`src/rtl/except_sched_pkg.sv`:
```
// ============================================================================
// Module : except_sched_pkg
// Purpose: Shared definitions for the exception/interrupt scheduler:
//          Cause.ExcCode values, exc_type_m bit positions, scheduler state
//          encoding, BadVAddr source selector and the EPC helper.
// Ports  : none (package)
// Rev    : 1.0  initial release
// ============================================================================
`default_nettype none

package except_sched_pkg;

  // exc_type_m flag positions
  localparam int EXC_W          = 9;
  localparam int EXC_BIT_INT    = 0;
  localparam int EXC_BIT_ADEL_F = 1;
  localparam int EXC_BIT_RI     = 2;
  localparam int EXC_BIT_OV     = 3;
  localparam int EXC_BIT_SYS    = 4;
  localparam int EXC_BIT_BP     = 5;
  localparam int EXC_BIT_ADES   = 6;
  localparam int EXC_BIT_ADEL_D = 7;
  localparam int EXC_BIT_ERET   = 8;

  // Cause.ExcCode values
  localparam logic [4:0] EXCCODE_INT  = 5'd0;
  localparam logic [4:0] EXCCODE_ADEL = 5'd4;
  localparam logic [4:0] EXCCODE_ADES = 5'd5;
  localparam logic [4:0] EXCCODE_SYS  = 5'd8;
  localparam logic [4:0] EXCCODE_BP   = 5'd9;
  localparam logic [4:0] EXCCODE_RI   = 5'd10;
  localparam logic [4:0] EXCCODE_OV   = 5'd12;

  // Scheduler state encoding
  localparam logic [1:0] ST_IDLE     = 2'd0;
  localparam logic [1:0] ST_DRAIN    = 2'd1;
  localparam logic [1:0] ST_COMMIT   = 2'd2;
  localparam logic [1:0] ST_REDIRECT = 2'd3;

  // Where BadVAddr comes from for the winning event
  typedef enum logic [1:0] {
    BADV_NONE = 2'd0,
    BADV_PC   = 2'd1,
    BADV_DATA = 2'd2
  } badv_src_e;

  // EPC points at the branch when the faulting instruction is in its delay
  // slot; 32-bit wraparound is intentional.
  function automatic logic [31:0] epc_of(input logic [31:0] pc, input logic bd);
    return bd ? (pc - 32'd4) : pc;
  endfunction

endpackage

`default_nettype wire

```
`src/rtl/except_sched_prio_enc.sv`:
```
// ============================================================================
// Module : exc_prio_enc
// Purpose: Combinational priority encoder selecting the single winning event
//          from a taken interrupt and the MEM-stage exception flags.
// Ports  : int_taken_i  interrupt accepted this cycle (highest priority)
//          exc_i        exc_type_m flags (bit 0 is not used)
//          exccode_o    Cause.ExcCode of the winner
//          is_eret_o    winner is ERET (only when nothing else is flagged)
//          badv_src_o   BadVAddr source of the winner
// Rev    : 1.0  initial release
// ============================================================================
`default_nettype none

module exc_prio_enc
  import except_sched_pkg::*;
(
  input  logic             int_taken_i,
  input  logic [EXC_W-1:0] exc_i,
  output logic [4:0]       exccode_o,
  output logic             is_eret_o,
  output badv_src_e        badv_src_o
);

  // The MEM-stage Int flag is superseded by int_taken_i.
  logic unused_int_flag;
  assign unused_int_flag = exc_i[EXC_BIT_INT];

  always_comb begin
    exccode_o  = EXCCODE_INT;
    is_eret_o  = 1'b0;
    badv_src_o = BADV_NONE;
    if (int_taken_i) begin
      exccode_o = EXCCODE_INT;
    end else if (exc_i[EXC_BIT_ADEL_F]) begin
      exccode_o  = EXCCODE_ADEL;
      badv_src_o = BADV_PC;
    end else if (exc_i[EXC_BIT_RI]) begin
      exccode_o = EXCCODE_RI;
    end else if (exc_i[EXC_BIT_OV]) begin
      exccode_o = EXCCODE_OV;
    end else if (exc_i[EXC_BIT_SYS]) begin
      exccode_o = EXCCODE_SYS;
    end else if (exc_i[EXC_BIT_BP]) begin
      exccode_o = EXCCODE_BP;
    end else if (exc_i[EXC_BIT_ADES]) begin
      exccode_o  = EXCCODE_ADES;
      badv_src_o = BADV_DATA;
    end else if (exc_i[EXC_BIT_ADEL_D]) begin
      exccode_o  = EXCCODE_ADEL;
      badv_src_o = BADV_DATA;
    end else if (exc_i[EXC_BIT_ERET]) begin
      is_eret_o = 1'b1;
    end
  end

endmodule

`default_nettype wire

```
`src/rtl/except_sched.sv`:
```
// ============================================================================
// Module : except_sched
// Purpose: Exception/interrupt scheduler between MEM and CP0. Samples one
//          event in IDLE, drains an outstanding AXI data access, issues one
//          CP0 commit plus pipeline flush, then holds a PC redirect until the
//          fetch unit accepts it.
// Ports  : clock/reset                  clock, synchronous active-high reset
//          exc_type_m, pc_m, in_delay_slot_m, data_addr_m   MEM-stage event
//          int_pending, status_exl, epc_in                   CP0 state
//          stall_m, mem_busy, redirect_ready                 handshakes
//          busy                         scheduler not idle
//          cp0_*                        one-cycle CP0 commit bundle
//          flush                        one-cycle IF..MEM flush
//          redirect_valid, redirect_pc  held PC redirect
// Rev    : 1.0  initial release
// ============================================================================
`default_nettype none

module except_sched
  import except_sched_pkg::*;
#(
  parameter logic [31:0] EXC_VECTOR = 32'hBFC00380
) (
  input  logic             clock,
  input  logic             reset,
  input  logic [EXC_W-1:0] exc_type_m,
  input  logic [31:0]      pc_m,
  input  logic             in_delay_slot_m,
  input  logic [31:0]      data_addr_m,
  input  logic             int_pending,
  input  logic             status_exl,
  input  logic [31:0]      epc_in,
  input  logic             stall_m,
  input  logic             mem_busy,
  input  logic             redirect_ready,
  output logic             busy,
  output logic             cp0_we,
  output logic             cp0_epc_we,
  output logic [31:0]      cp0_epc,
  output logic             cp0_bd,
  output logic [4:0]       cp0_exccode,
  output logic             cp0_badv_we,
  output logic [31:0]      cp0_badvaddr,
  output logic             cp0_set_exl,
  output logic             cp0_clr_exl,
  output logic             flush,
  output logic             redirect_valid,
  output logic [31:0]      redirect_pc
);

  logic [1:0]  state_q, state_d;

  // Event context captured at the sample edge
  logic [31:0] pc_q;
  logic        bd_q;
  logic [31:0] daddr_q;
  logic [31:0] eret_pc_q;
  logic        exl_q;
  logic [4:0]  exccode_q;
  logic        is_eret_q;
  badv_src_e   badv_src_q;

  logic        int_taken;
  logic        sample;
  logic [4:0]  enc_exccode;
  logic        enc_is_eret;
  badv_src_e   enc_badv_src;

  // Bit 0 of exc_type_m carries no event; interrupts come from int_pending.
  assign int_taken = int_pending & ~status_exl;
  assign sample    = ~stall_m &
                     ((|exc_type_m[EXC_BIT_ERET:EXC_BIT_ADEL_F]) | int_taken);

  exc_prio_enc u_prio_enc (
    .int_taken_i (int_taken),
    .exc_i       (exc_type_m),
    .exccode_o   (enc_exccode),
    .is_eret_o   (enc_is_eret),
    .badv_src_o  (enc_badv_src)
  );

  // --------------------------------------------------------------------------
  // State register
  // --------------------------------------------------------------------------
  always_ff @(posedge clock) begin
    if (reset) begin
      state_q <= ST_IDLE;
    end else begin
      state_q <= state_d;
    end
  end

  // Event context: only loaded on an IDLE sample, so inputs are ignored while
  // an episode is in flight.
  always_ff @(posedge clock) begin
    if (reset) begin
      pc_q       <= '0;
      bd_q       <= 1'b0;
      daddr_q    <= '0;
      eret_pc_q  <= '0;
      exl_q      <= 1'b0;
      exccode_q  <= '0;
      is_eret_q  <= 1'b0;
      badv_src_q <= BADV_NONE;
    end else if ((state_q == ST_IDLE) && sample) begin
      pc_q       <= pc_m;
      bd_q       <= in_delay_slot_m;
      daddr_q    <= data_addr_m;
      eret_pc_q  <= epc_in;
      exl_q      <= status_exl;
      exccode_q  <= enc_exccode;
      is_eret_q  <= enc_is_eret;
      badv_src_q <= enc_badv_src;
    end
  end

  // --------------------------------------------------------------------------
  // Next-state logic
  // --------------------------------------------------------------------------
  always_comb begin
    state_d = state_q;
    case (state_q)
      ST_IDLE: begin
        if (sample) begin
          state_d = mem_busy ? ST_DRAIN : ST_COMMIT;
        end
      end
      ST_DRAIN: begin
        if (!mem_busy) begin
          state_d = ST_COMMIT;
        end
      end
      ST_COMMIT: begin
        state_d = ST_REDIRECT;
      end
      ST_REDIRECT: begin
        if (redirect_ready) begin
          state_d = ST_IDLE;
        end
      end
      default: begin
        state_d = ST_IDLE;
      end
    endcase
  end

  // --------------------------------------------------------------------------
  // Output logic: everything is zero outside the state that owns it.
  // --------------------------------------------------------------------------
  always_comb begin
    busy           = (state_q != ST_IDLE);
    cp0_we         = 1'b0;
    cp0_epc_we     = 1'b0;
    cp0_epc        = '0;
    cp0_bd         = 1'b0;
    cp0_exccode    = '0;
    cp0_badv_we    = 1'b0;
    cp0_badvaddr   = '0;
    cp0_set_exl    = 1'b0;
    cp0_clr_exl    = 1'b0;
    flush          = 1'b0;
    redirect_valid = 1'b0;
    redirect_pc    = '0;
    case (state_q)
      ST_COMMIT: begin
        cp0_we = 1'b1;
        flush  = 1'b1;
        if (is_eret_q) begin
          cp0_clr_exl = 1'b1;
        end else begin
          cp0_set_exl = 1'b1;
          // A nested exception under EXL must not overwrite EPC.
          cp0_epc_we  = ~exl_q;
          cp0_epc     = epc_of(pc_q, bd_q);
          cp0_bd      = bd_q;
          cp0_exccode = exccode_q;
          cp0_badv_we = (badv_src_q != BADV_NONE);
          if (badv_src_q == BADV_PC) begin
            cp0_badvaddr = pc_q;
          end else if (badv_src_q == BADV_DATA) begin
            cp0_badvaddr = daddr_q;
          end
        end
      end
      ST_REDIRECT: begin
        redirect_valid = 1'b1;
        redirect_pc    = is_eret_q ? eret_pc_q : EXC_VECTOR;
      end
      default: begin
      end
    endcase
  end

endmodule

`default_nettype wire

```
`config.mk`:
```
export PLATFORM = sky130hd
export DESIGN_NAME = except_sched
export DESIGN_NICKNAME = d
export VERILOG_FILES = /design/src/rtl/except_sched_pkg.sv /design/src/rtl/except_sched_prio_enc.sv /design/src/rtl/except_sched.sv
export SDC_FILE = /design/constraint.sdc
export NUM_CORES = 1
export LEC_CHECK = 0
export ABC_CLOCK_PERIOD_IN_PS = 3100
export BUFFER_PORTS_ARGS = -buffer_cell sky130_fd_sc_hd__buf_2
export CORE_ASPECT_RATIO = 0.6
export CORE_MARGIN = 2
export CORE_UTILIZATION = 49
export DETAILED_ROUTE_END_ITERATION = 10
export GPL_TIMING_DRIVEN = 1
export PLACE_DENSITY = 0.9
export REMOVE_ABC_BUFFERS = 1
export SLEW_MARGIN = 40
export SYNTH_ARGS = -nofsm -noshare
export SYNTH_HDL_FRONTEND = slang
export SYNTH_SLANG_ARGS = --single-unit
```
`constraint.sdc`:
```
create_clock -name clock -period 3.1 [get_ports clock]
set_input_delay 0.93 -clock clock [delete_from_list [all_inputs] [get_ports clock]]
set_output_delay 0.93 -clock clock [all_outputs]
set_load 0.1 [all_outputs]
```
Word-level counts from Yosys, hierarchy flattened:

Index checks and enable logic that the tools add are counted.

* add/sub/neg operators: 1
* multiply operators: 0
* divide/modulo/power cells: 0
* order comparisons: 0
* equality and inequality tests: 8
* shift operators: 0
* mux-type cells: 53
* bitwise operators: 6
* reductions and logical operators: 6

Operators by type and width (count)
* 32-bit 2-to-1 mux: 9
* 5-bit 2-to-1 mux: 9
* 32-bit by 3-bit subtractor with 32-bit output (second input constant): 1
* 2-bit 2-to-1 mux: 12
* 1-bit 2-to-1 mux: 21
* 2-bit case mux with 4 select lines: 1
* 8-bit OR reduction: 1
* 2-bit equality test (second input constant): 3
* 2-bit inequality test (second input constant): 3
* 2-bit by 1-bit equality test with 1-bit output (second input constant): 2
* 2-bit nonzero test: 2
* 3-bit 2-to-1 mux: 1
* 1-bit NOT: 3
* 3-bit AND reduction: 1
* 1-bit AND: 2
* 2-bit zero test: 1
* 1-bit logical AND: 1
* 1-bit bitwise OR: 1

* register bits: 108
* latch bits: 0
* memory bits (writable): 0
* memory bits (read-only): 0
* bits of input ports: 113
* output and inout port bits: 110
* logic and storage cells: 83
* memories: 0

Depth between registers and ports, before layout:

Gate-level depths: netlist of run 1.

* depth after elaboration: 9
* gate-level depth with buffers: 8

By module:

Synthesis of run 1 repeated with hierarchy kept, for this count alone.

* cells, all modules: 742
* area, all modules: 5429.0 um^2

Modules (own cells, without submodules)
* except_sched: times used 1, cells each 724, area each 5333.9 um^2, seq. area each 2162.1 um^2
* exc_prio_enc: times used 1, cells each 18, area each 95.1 um^2, seq. area each 0.0 um^2

Least setup slack after synthesis of run 1:

No wires, ideal clock.

* path kind: register to output
* start: register state_q[0]
* end: output port cp0_epc[29]
* data arrival time: 4.780 ns
* required time: 2.170 ns
* path slack: -2.610 ns
* stages on the path, launching flop included: 7
* buffers on the path: 0
* cell sequence: dfxtp_1 > inv_1 > ha_1 > nand2b_1 > inv_1 > nand2b_1 > o41ai_1

* cells in the longest elaborated chain, start to end: 2

RTL lines
* start: declaration: RTL line except_sched.sv:51 `logic [1:0] state_q, state_d;`
* start signal: assignment: RTL line except_sched.sv:89 `state_q <= state_d;`
* 2-bit equality test: RTL line except_sched.sv:164 `case (state_q)`
* 32-bit 2-to-1 mux: RTL line except_sched.sv:164
* end: declaration: RTL line except_sched.sv:39 `output logic [31:0] cp0_epc,`

Every way passes these cells.

Final worst setup path of run 1:

* start: register pc_q[13]
* end: output port cp0_epc[26]

* cells in the longest elaborated chain, start to end: 4

RTL lines
* start: declaration: RTL line except_sched.sv:54 `logic [31:0] pc_q;`
* start signal: assignment: RTL line except_sched.sv:106 `pc_q <= pc_m;`
* 32-bit by 3-bit subtractor with 32-bit output: RTL line except_sched_pkg.sv:50 `return bd ? (pc - 32'd4) : pc;`
* 32-bit 2-to-1 mux: RTL line except_sched_pkg.sv:50
* 32-bit 2-to-1 mux: RTL line except_sched.sv:168 `if (is_eret_q) begin`
* 32-bit 2-to-1 mux: RTL line except_sched.sv:164

Every way passes these cells.

==> metrics.md, run 1 <==
| Metric | Value |
|---|---|
| Hold crit path type | reg -> reg |
| Starting density of the core | 0.509 |
| Slew headroom | 0.614 |
| Final core utilization | 0.830 |
| R2r worst-path depth | 7 |
| Routability cong. | about 0.88 |
| H-tree depth | 3 |
| Mapped Cells | 737 |
| Synth top area cells | dfxtp_1 (39%), nand2_1 (15%), a21oi_1 (11%) |
| Asr flop ratio synth | 0 |
| Clock sinks | roughly 110 |
| Count of non-filler cells in the finished layout | 1112 |
| DRC | 0 |
| Post-route minimum period | about 3200 ps |
| Final hold violations | 0 |
| Clock root cell | clkbuf_16 |
| Share of layout cells above drive strength 1 | 0.374 |
| Fillers | ~630 |
| Arr. time, crit path | 2290 ps |
| Status | finished with violations |
| Clock slew at reported path FFs | about 70 ps |
| Most instantiated cells after synthesis | nand2_1 (210), a21oi_1 (121), dfxtp_1 (107), clkbuf_1 (46), a22o_1 (32) |
| Most common cell in the netlist | nand2_1 |
| Crit share post-route | 1.04 |
| Crit Path Max Fanout | 10 |
| Design Area, Final | just under 0.009 sq mm |
| Vias in the first global route | 5976 |
| Number of flops mapped to enable cells by yosys | 0 |
| Power per cell area | ~760 mW/mm^2 |
| Hold Path Depth | 2 |
| Net Sw Frac | 0.472 |
| TritonRoute pass-1 iters | 6 |
| First-pass GRT wire length | approximately 29000 um |
| CTS max path bufs | 2 |
| Maximum vdd drop | ~0.00085 V |
| Post-Syn Area | roughly 0.0054 sq mm |
| Antenna violations before repair | 0 |
| I/O pin count | 223 |
| Vias per inst | 5.79 |
| Total power | slightly below 7000 uW |
| CTS tree | done |
| Synthesis-stage register bit count | approximately 110 |
| Synth area leader | dfxtp_1 |
| Via count | ~6400 |
| Achievable Freq | slightly above 300 MHz |
| Main synth FF type | dfxtp_1 |
| Die H | ~86 um |
| Flop pwr share | 0.273 |
| R2r setup slk | around 750 ps |
| Dpl hpwl | between 10000 and 15000 um |
| Clock Power Share | 0.189 |
| Logic pwr share | 0.539 |
| Crit path launch type | register |
| Worst-case clock skew | between 8 and 9 ps |
| Gr usage total | 0.302 |
| DR iter-0 viols | around 510 |
| R2r startpoint | state_q[0] |
| Largest net degree at the start of global routing | 60 |
| Hold EP | exccode_q[1] |
| Post-Syn Area per Cell | approximately 7.4 sq um |
| WL final | just under 20000 um |
| Row count | 29 |
| ANT nets after route | 0 |
| Post-synth top area share | 0.395 |
| Antenna diodes | 0 |
| Port Buffers | 220 |
| Final setup fails | 15 |
| Placed Area | around 0.0080 sq mm |
| Switching power | 3190 uW |
| Required time worst endpoint | about 2200 ps |
| Setup WS post-layout | -119 ps |
| Synthesis-to-layout area growth | 63.1% |
| Placed cells | between 1000 and 1500 |
| Warnings from Yosys | 0 |
| Maximum capacitance violations | 0 |
| Reg2Reg Capture Point | pc_q[18] |
| Internal Dissipation | approximately 3600 uW |
| WL/cell | roughly 18 um |
| Min-delay src | exccode_q[1] |
| Sequential fraction of the synthesis area | 0.395 |
| Die footprint | around 0.012 sq mm |
| Clk Latency, worst-skew pair | between 300 and 400 ps |
| TritonCTS Buffers | 9 |
| # hold bufs at CTS | 0 |
| Final Max Tran Viols | 0 |
| Nets | 1087 |
| Worst slew pin tran | roughly 580 ps |
| Failing checks | setup timing |
| Lkg Pwr | roughly 0.0037 uW |
| Setup crit end kind | output pin |
| Core ar. | around 0.011 sq mm |
| Die W | 140 um |
| Unrepaired setup endpoints after global routing | true |
| Crit Path Class | reg -> out |
| Overflow after GRT | 0 |
| Unique masters post-synth | about 50 |
## cell families (layout without fill, tap and decap cells)
logic type                 after synthesis  in the layout  synth area share
and+or+nand+nor                        333            333             0.282
AOI/OAI and AO/OA                      195            195             0.226
DFF                                    107            107             0.395
buffers and inverters                   82            318            0.0611
xor gates and xnor gates                10             10            0.0161
adders and majority gates                6              6            0.0138
muxes                                    3              3           0.00554
other                                    1              1          0.000691
## worst max-delay path, stage by stage, from the launching register on
cell      delay, ps
dfxtp_2         340
nor4_4          290
nand4b_1        170
buf_6           180
buf_2           190
or3_1           380
a21oi_2         210
buf_12          200
## state kept, by name (all words and copies together) (netlist names)
name        flops
badv_src_q      2
bd_q            1
daddr_q        32
eret_pc_q      32
exccode_q       4
exl_q           1
is_eret_q       1
pc_q           32
state_q         2
## placed cells by master (no fill, tap or decap), types with 7 or more instances in the layout
| cell | n |
|---|---|
| nand2_1 | 208 |
| buf_2 | 143 |
| a21oi_1 | 111 |
| dfxtp_1 | 97 |
| buf_12 | 78 |
| buf_4 | 48 |
| a22o_1 | 32 |
| nor2_1 | 23 |
| and3_1 | 21 |
| inv_1 | 18 |
| a21boi_0 | 12 |
| clkbuf_16 | 10 |
| and2_1 | 9 |
| a21oi_2 | 8 |
| nand3_1 | 8 |
| buf_6 | 8 |
| nand4_1 | 7 |
| or4_1 | 7 |
| o21ai_0 | 7 |
## through the flow
step | setup slack (ps) | TNS (ps) | hold slack, ps
final | -119 | -992 | 454
after global routing | -200 | -2380 | 472
after CTS | -66.4 | -402 | 455
after detailed placement | 30.3 | 0 | 446
after global placement | 89.2 | 0 | 436
after floorplan | -4870 | -380200 | 421
## timing repair
action,4_1_cts,5_1_grt
setup buffers,8,8
resized for setup,64,31
gates cloned,0,1
pin swaps,16,11
setup endpoints to repair,59,65
## layout make-up
cell class | instances | area [sq um] | share of cell area
multi-input cells | 548 | 3310 | 0.374
repair buffers | 280 | 2780 | 0.314
flip-flops and latches | 107 | 2160 | 0.245
clock buffers | 11 | 253 | 0.0286
well taps | 139 | 174 | 0.0196
inverters | 22 | 87.6 | 0.00990
clock inverters | 5 | 85.1 | 0.00961
## power groups by stage
stage | combinational (uW) | sequential (uW) | clock (uW)
6_report | 3640 | 1840 | 1270
5_1_grt | 3840 | 1870 | 1350
4_1_cts | 3410 | 1820 | 1290
3_5_place_dp | 3180 | 1830 | 0
3_3_place_gp | 3100 | 1800 | 0
2_1_floorplan | 2080 | 1800 | 0
## metal layers
| metal | wire, um | part of all wire | track usage |
|---|---|---|---|
| met1 | 7780 | 0.40 | 0.380 |
| met2 | 9360 | 0.48 | 0.522 |
| met3 | 2000 | 0.10 | 0.0782 |
| met4 | 424 | 0.022 | 0.0782 |
| met5 | 0 | 0 | 0 |
## worst max-delay path by stage
stage	from	to	slack [ps]	cells past startpoint
after global placement	pc_q[2]	cp0_epc[25]	90	7
after CTS	pc_q[13]	cp0_epc[25]	-70	6
final	pc_q[13]	cp0_epc[26]	-120	7
after global routing	pc_q[13]	cp0_epc[26]	-200	7
after detailed placement	pc_q[2]	cp0_epc[25]	30	7
after floorplan	state_q[0]	cp0_epc[29]	-4870	6
Note: power is estimated with default switching activity, not from simulation.
==> run 2, diff against run 1 <==
--- a/config.mk
+++ b/config.mk
@@ -12,2 +12,3 @@
 export CORE_UTILIZATION = 49
+export CTS_BUF_LIST = sky130_fd_sc_hd__clkbuf_8 sky130_fd_sc_hd__clkbuf_16
 export DETAILED_ROUTE_END_ITERATION = 10
--- a/constraint.sdc
+++ b/constraint.sdc
@@ -3,2 +3,2 @@
 set_output_delay 0.93 -clock clock [all_outputs]
-set_load 0.1 [all_outputs]
+set_load 0.01 [all_outputs]
==> run 2 against run 1 <==
Effect of this change: the run now ends clean; combinational power is 39% lower; fmax rose by 4.2%; global-route usage is 3.3 points lower; via count fell by 5.3%; worst hold slack got worse by 2.5 ps; cell count decreased by 0.99%; clock skew rose by 1.2 ps; non-clock buffer count down 11; largest cell class unchanged; largest power group unchanged.
==> metrics.md, run 2 (synthesis gave the netlist of run 1 again) <==
| Metric | Value |
|---|---|
| Via count | 6095 (-5.3%) |
| CTS max path bufs | 2 (unchanged) |
| Starting density of the core | 0.509 (unchanged) |
| TritonRoute pass-1 iters | 6 (unchanged) |
| Hold crit path type | reg -> reg |
| Biggest regs | daddr_q: 32 flops, eret_pc_q: 32 flops, pc_q: 32 flops |
| Die H | 85.5 um (unchanged) |
| CTS tree | done |
| Die footprint | 0.0120 sq mm (unchanged) |
| Maximum vdd drop | 0.000406 V (-52%) |
| Overflow after GRT | 0 (unchanged) |
| Power per cell area | 698 mW/mm^2 (-8.5%) |
| Worst slew pin tran | 573 ps (-6.98 ps) |
| WL met1 | 7630 um (-1.9%) |
| Clock root cell | clkbuf_16 |
| Core ar. | 0.0107 sq mm (unchanged) |
| Setup crit start | pc_q[12] |
| Top Metal Used | met4 |
| WL/cell | 15.4 um (-12%) |
| Status | complete, no violations |
| Routability cong. | 0.864 (-1.6%) |
| Crit Path Max Fanout | 6 (-4) |
| WL final | 17000 um (-13%) |
| Share of layout cells above drive strength 1 | 0.357 (-0.0176) |
| Antenna diodes | 0 (unchanged) |
| Vias in the first global route | 5412 (-9.4%) |
| Lkg Pwr | 0.00339 uW (-8.6%) |
| Hold_ws | 452 ps (-2.50 ps) |
| Gr usage total | 0.269 (-0.0330) |
| Hold Path Depth | 2 (unchanged) |
| Arr. time, crit path | 2160 ps (-130 ps) |
| Design Area, Final | 0.00745 sq mm (-16%) |
| Clock sinks | 107 (unchanged) |
| Crit share post-route | 0.996 (-0.0422) |
| Placed cells | 1067 (-1.1%) |
| Clock slew at reported path FFs | 70 ps (about the same) |
| Crit path launch type | register |
| Required time worst endpoint | 2170 ps (about the same) |
| Row count | 29 (unchanged) |
| DRC | 0 (unchanged) |
| Leading cell type in the layout, fill and taps excluded | buf_2 |
| Crit Path Class | reg -> out |
| Met2 wire len | 7650 um (-18%) |
| R2r worst-path depth | 7 (unchanged) |
| Largest net degree at the start of global routing | 58 (-3.3%) |
| Setup WS post-layout | 11.9 ps (+131 ps) |
| Synthesis-to-layout area growth | 37.4% |
| Achievable Freq | 324 MHz (+4.2%) |
| Metal3 WL | 1530 um (-24%) |
| Total power | 5200 uW (-23%) |
| Slew headroom | 0.618 (+0.00465) |
| Dpl hpwl | 11800 um (-10%) |
| DP Worst Slack | 174 ps (+144 ps) |
| Final Max Tran Viols | 0 (unchanged) |
| Antenna violations before repair | 0 (unchanged) |
| Final hold violations | 0 (unchanged) |
| Worst-case clock skew | 9.51 ps (+1.18 ps) |
| DR iter-0 viols | 342 (-33%) |
| I/O pin count | 223 (unchanged) |
| Critical path cell sequence | nor4_4 > buf_4 > nand4_1 > or3_4 > a21oi_2 > buf_2 |
| Setup crit end kind | output pin |
| Final setup fails | 0 (-15) |
| Max stage delay on crit path | 470 ps (+90 ps) |
| First-pass GRT wire length | 26300 um (-11%) |
| ANT nets after route | 0 (unchanged) |
| Unrepaired setup endpoints after global routing | true |
| R2r startpoint | state_q[0] |
| Maximum capacitance violations | 0 (unchanged) |
| Clk Latency, worst-skew pair | 340 ps (about the same) |
| Count of non-filler cells in the finished layout | 1101 (-0.99%) |
| CP max-delay cell | or3_4 |
| Vias per inst | 5.54 (-4.4%) |
| Commonest cells after routing, fill and taps aside | buf_2 (219), nand2_1 (208), a21oi_1 (116) |
| TritonCTS Buffers | 9 (unchanged) |
| Post-route minimum period | 3090 ps (-131 ps) |
| H-tree depth | 3 (unchanged) |
| Die W | 140 um (unchanged) |
| Nets | 1076 (-1.0%) |
| Port Buffers | 220 (unchanged) |
| Placed Area | 0.00676 sq mm (-15%) |
| Min-delay src | eret_pc_q[13] |
-- run 2: cell count changes in the layout (fill, tap and decap cells not counted), sizes merged --
cell / before / now
bufinv: 2 / 0
clkbuf: 13 / 10
dlymetal6s2s: 0 / 1
buf: 278 / 268
clkinvlp: 1 / 2
clkinv: 2 / 1
inv: 22 / 25
-- run 2: critical path, delay by kind of cell, from the launching register on --
family	cells	cell delay, ps
buf+inv	2	320
compound gates	1	110
simple gates	3	1020
flops	1	380
-- run 2: worst paths after layout --
kind | to | slack, ps
setup / recovery | cp0_epc[27] | 10
setup reg to reg | exccode_q[0] | 860
hold / removal | eret_pc_q[13] | 450
hold reg to reg | eret_pc_q[13] | 450
-- run 2: layout make-up --
type | instances | area (sq um)
Fill cell | 906 | 3210
Multi-Input combinational cell | 548 | 3160
Sequential cell | 107 | 2170
Timing Repair Buffer | 269 | 1570
Clock buffer | 10 | 239
Tap cell | 139 | 174
Inverter | 22 | 86.3
Clock inverter | 6 | 56.3
-- run 2: metal layers --
metal	global-route usage	vias to the layer above
met3	0.0704	21
met2	0.422	274
met5	0	-
li1	-	2970
met1	0.381	2830
met4	0.0464	0
-- run 2: what timing repair did --
item | in CTS | in global routing
cloned | 0 | 0
hold endpoints to repair | 0 | 0
gates resized for setup | 18 | 50
setup endpoints to repair | 12 | 48
setup buffers | 4 | 14
pin swaps | 3 | 16
hold buffers | 0 | 0
-- run 2: report_power, final --
group / internal (uW) / total [uW] / leakage [uW] / switching, uW
combinational: 914 / 2220 / 0.00236 / 1310
clock: 587 / 1130 / 0.000144 / 545
sequential: 1630 / 1850 / 0.000883 / 218
-- run 2: metrics by stage --
| stage | util | TNS, ps |
|---|---|---|
| 3_5_place_dp | 0.634 | 0 |
| 3_3_place_gp | 0.634 | 0 |
| 5_1_grt | 0.699 | -732 |
| 4_1_cts | 0.671 | -114 |
| 6_report | 0.699 | 0 |
| 2_1_floorplan | - | -180810 |
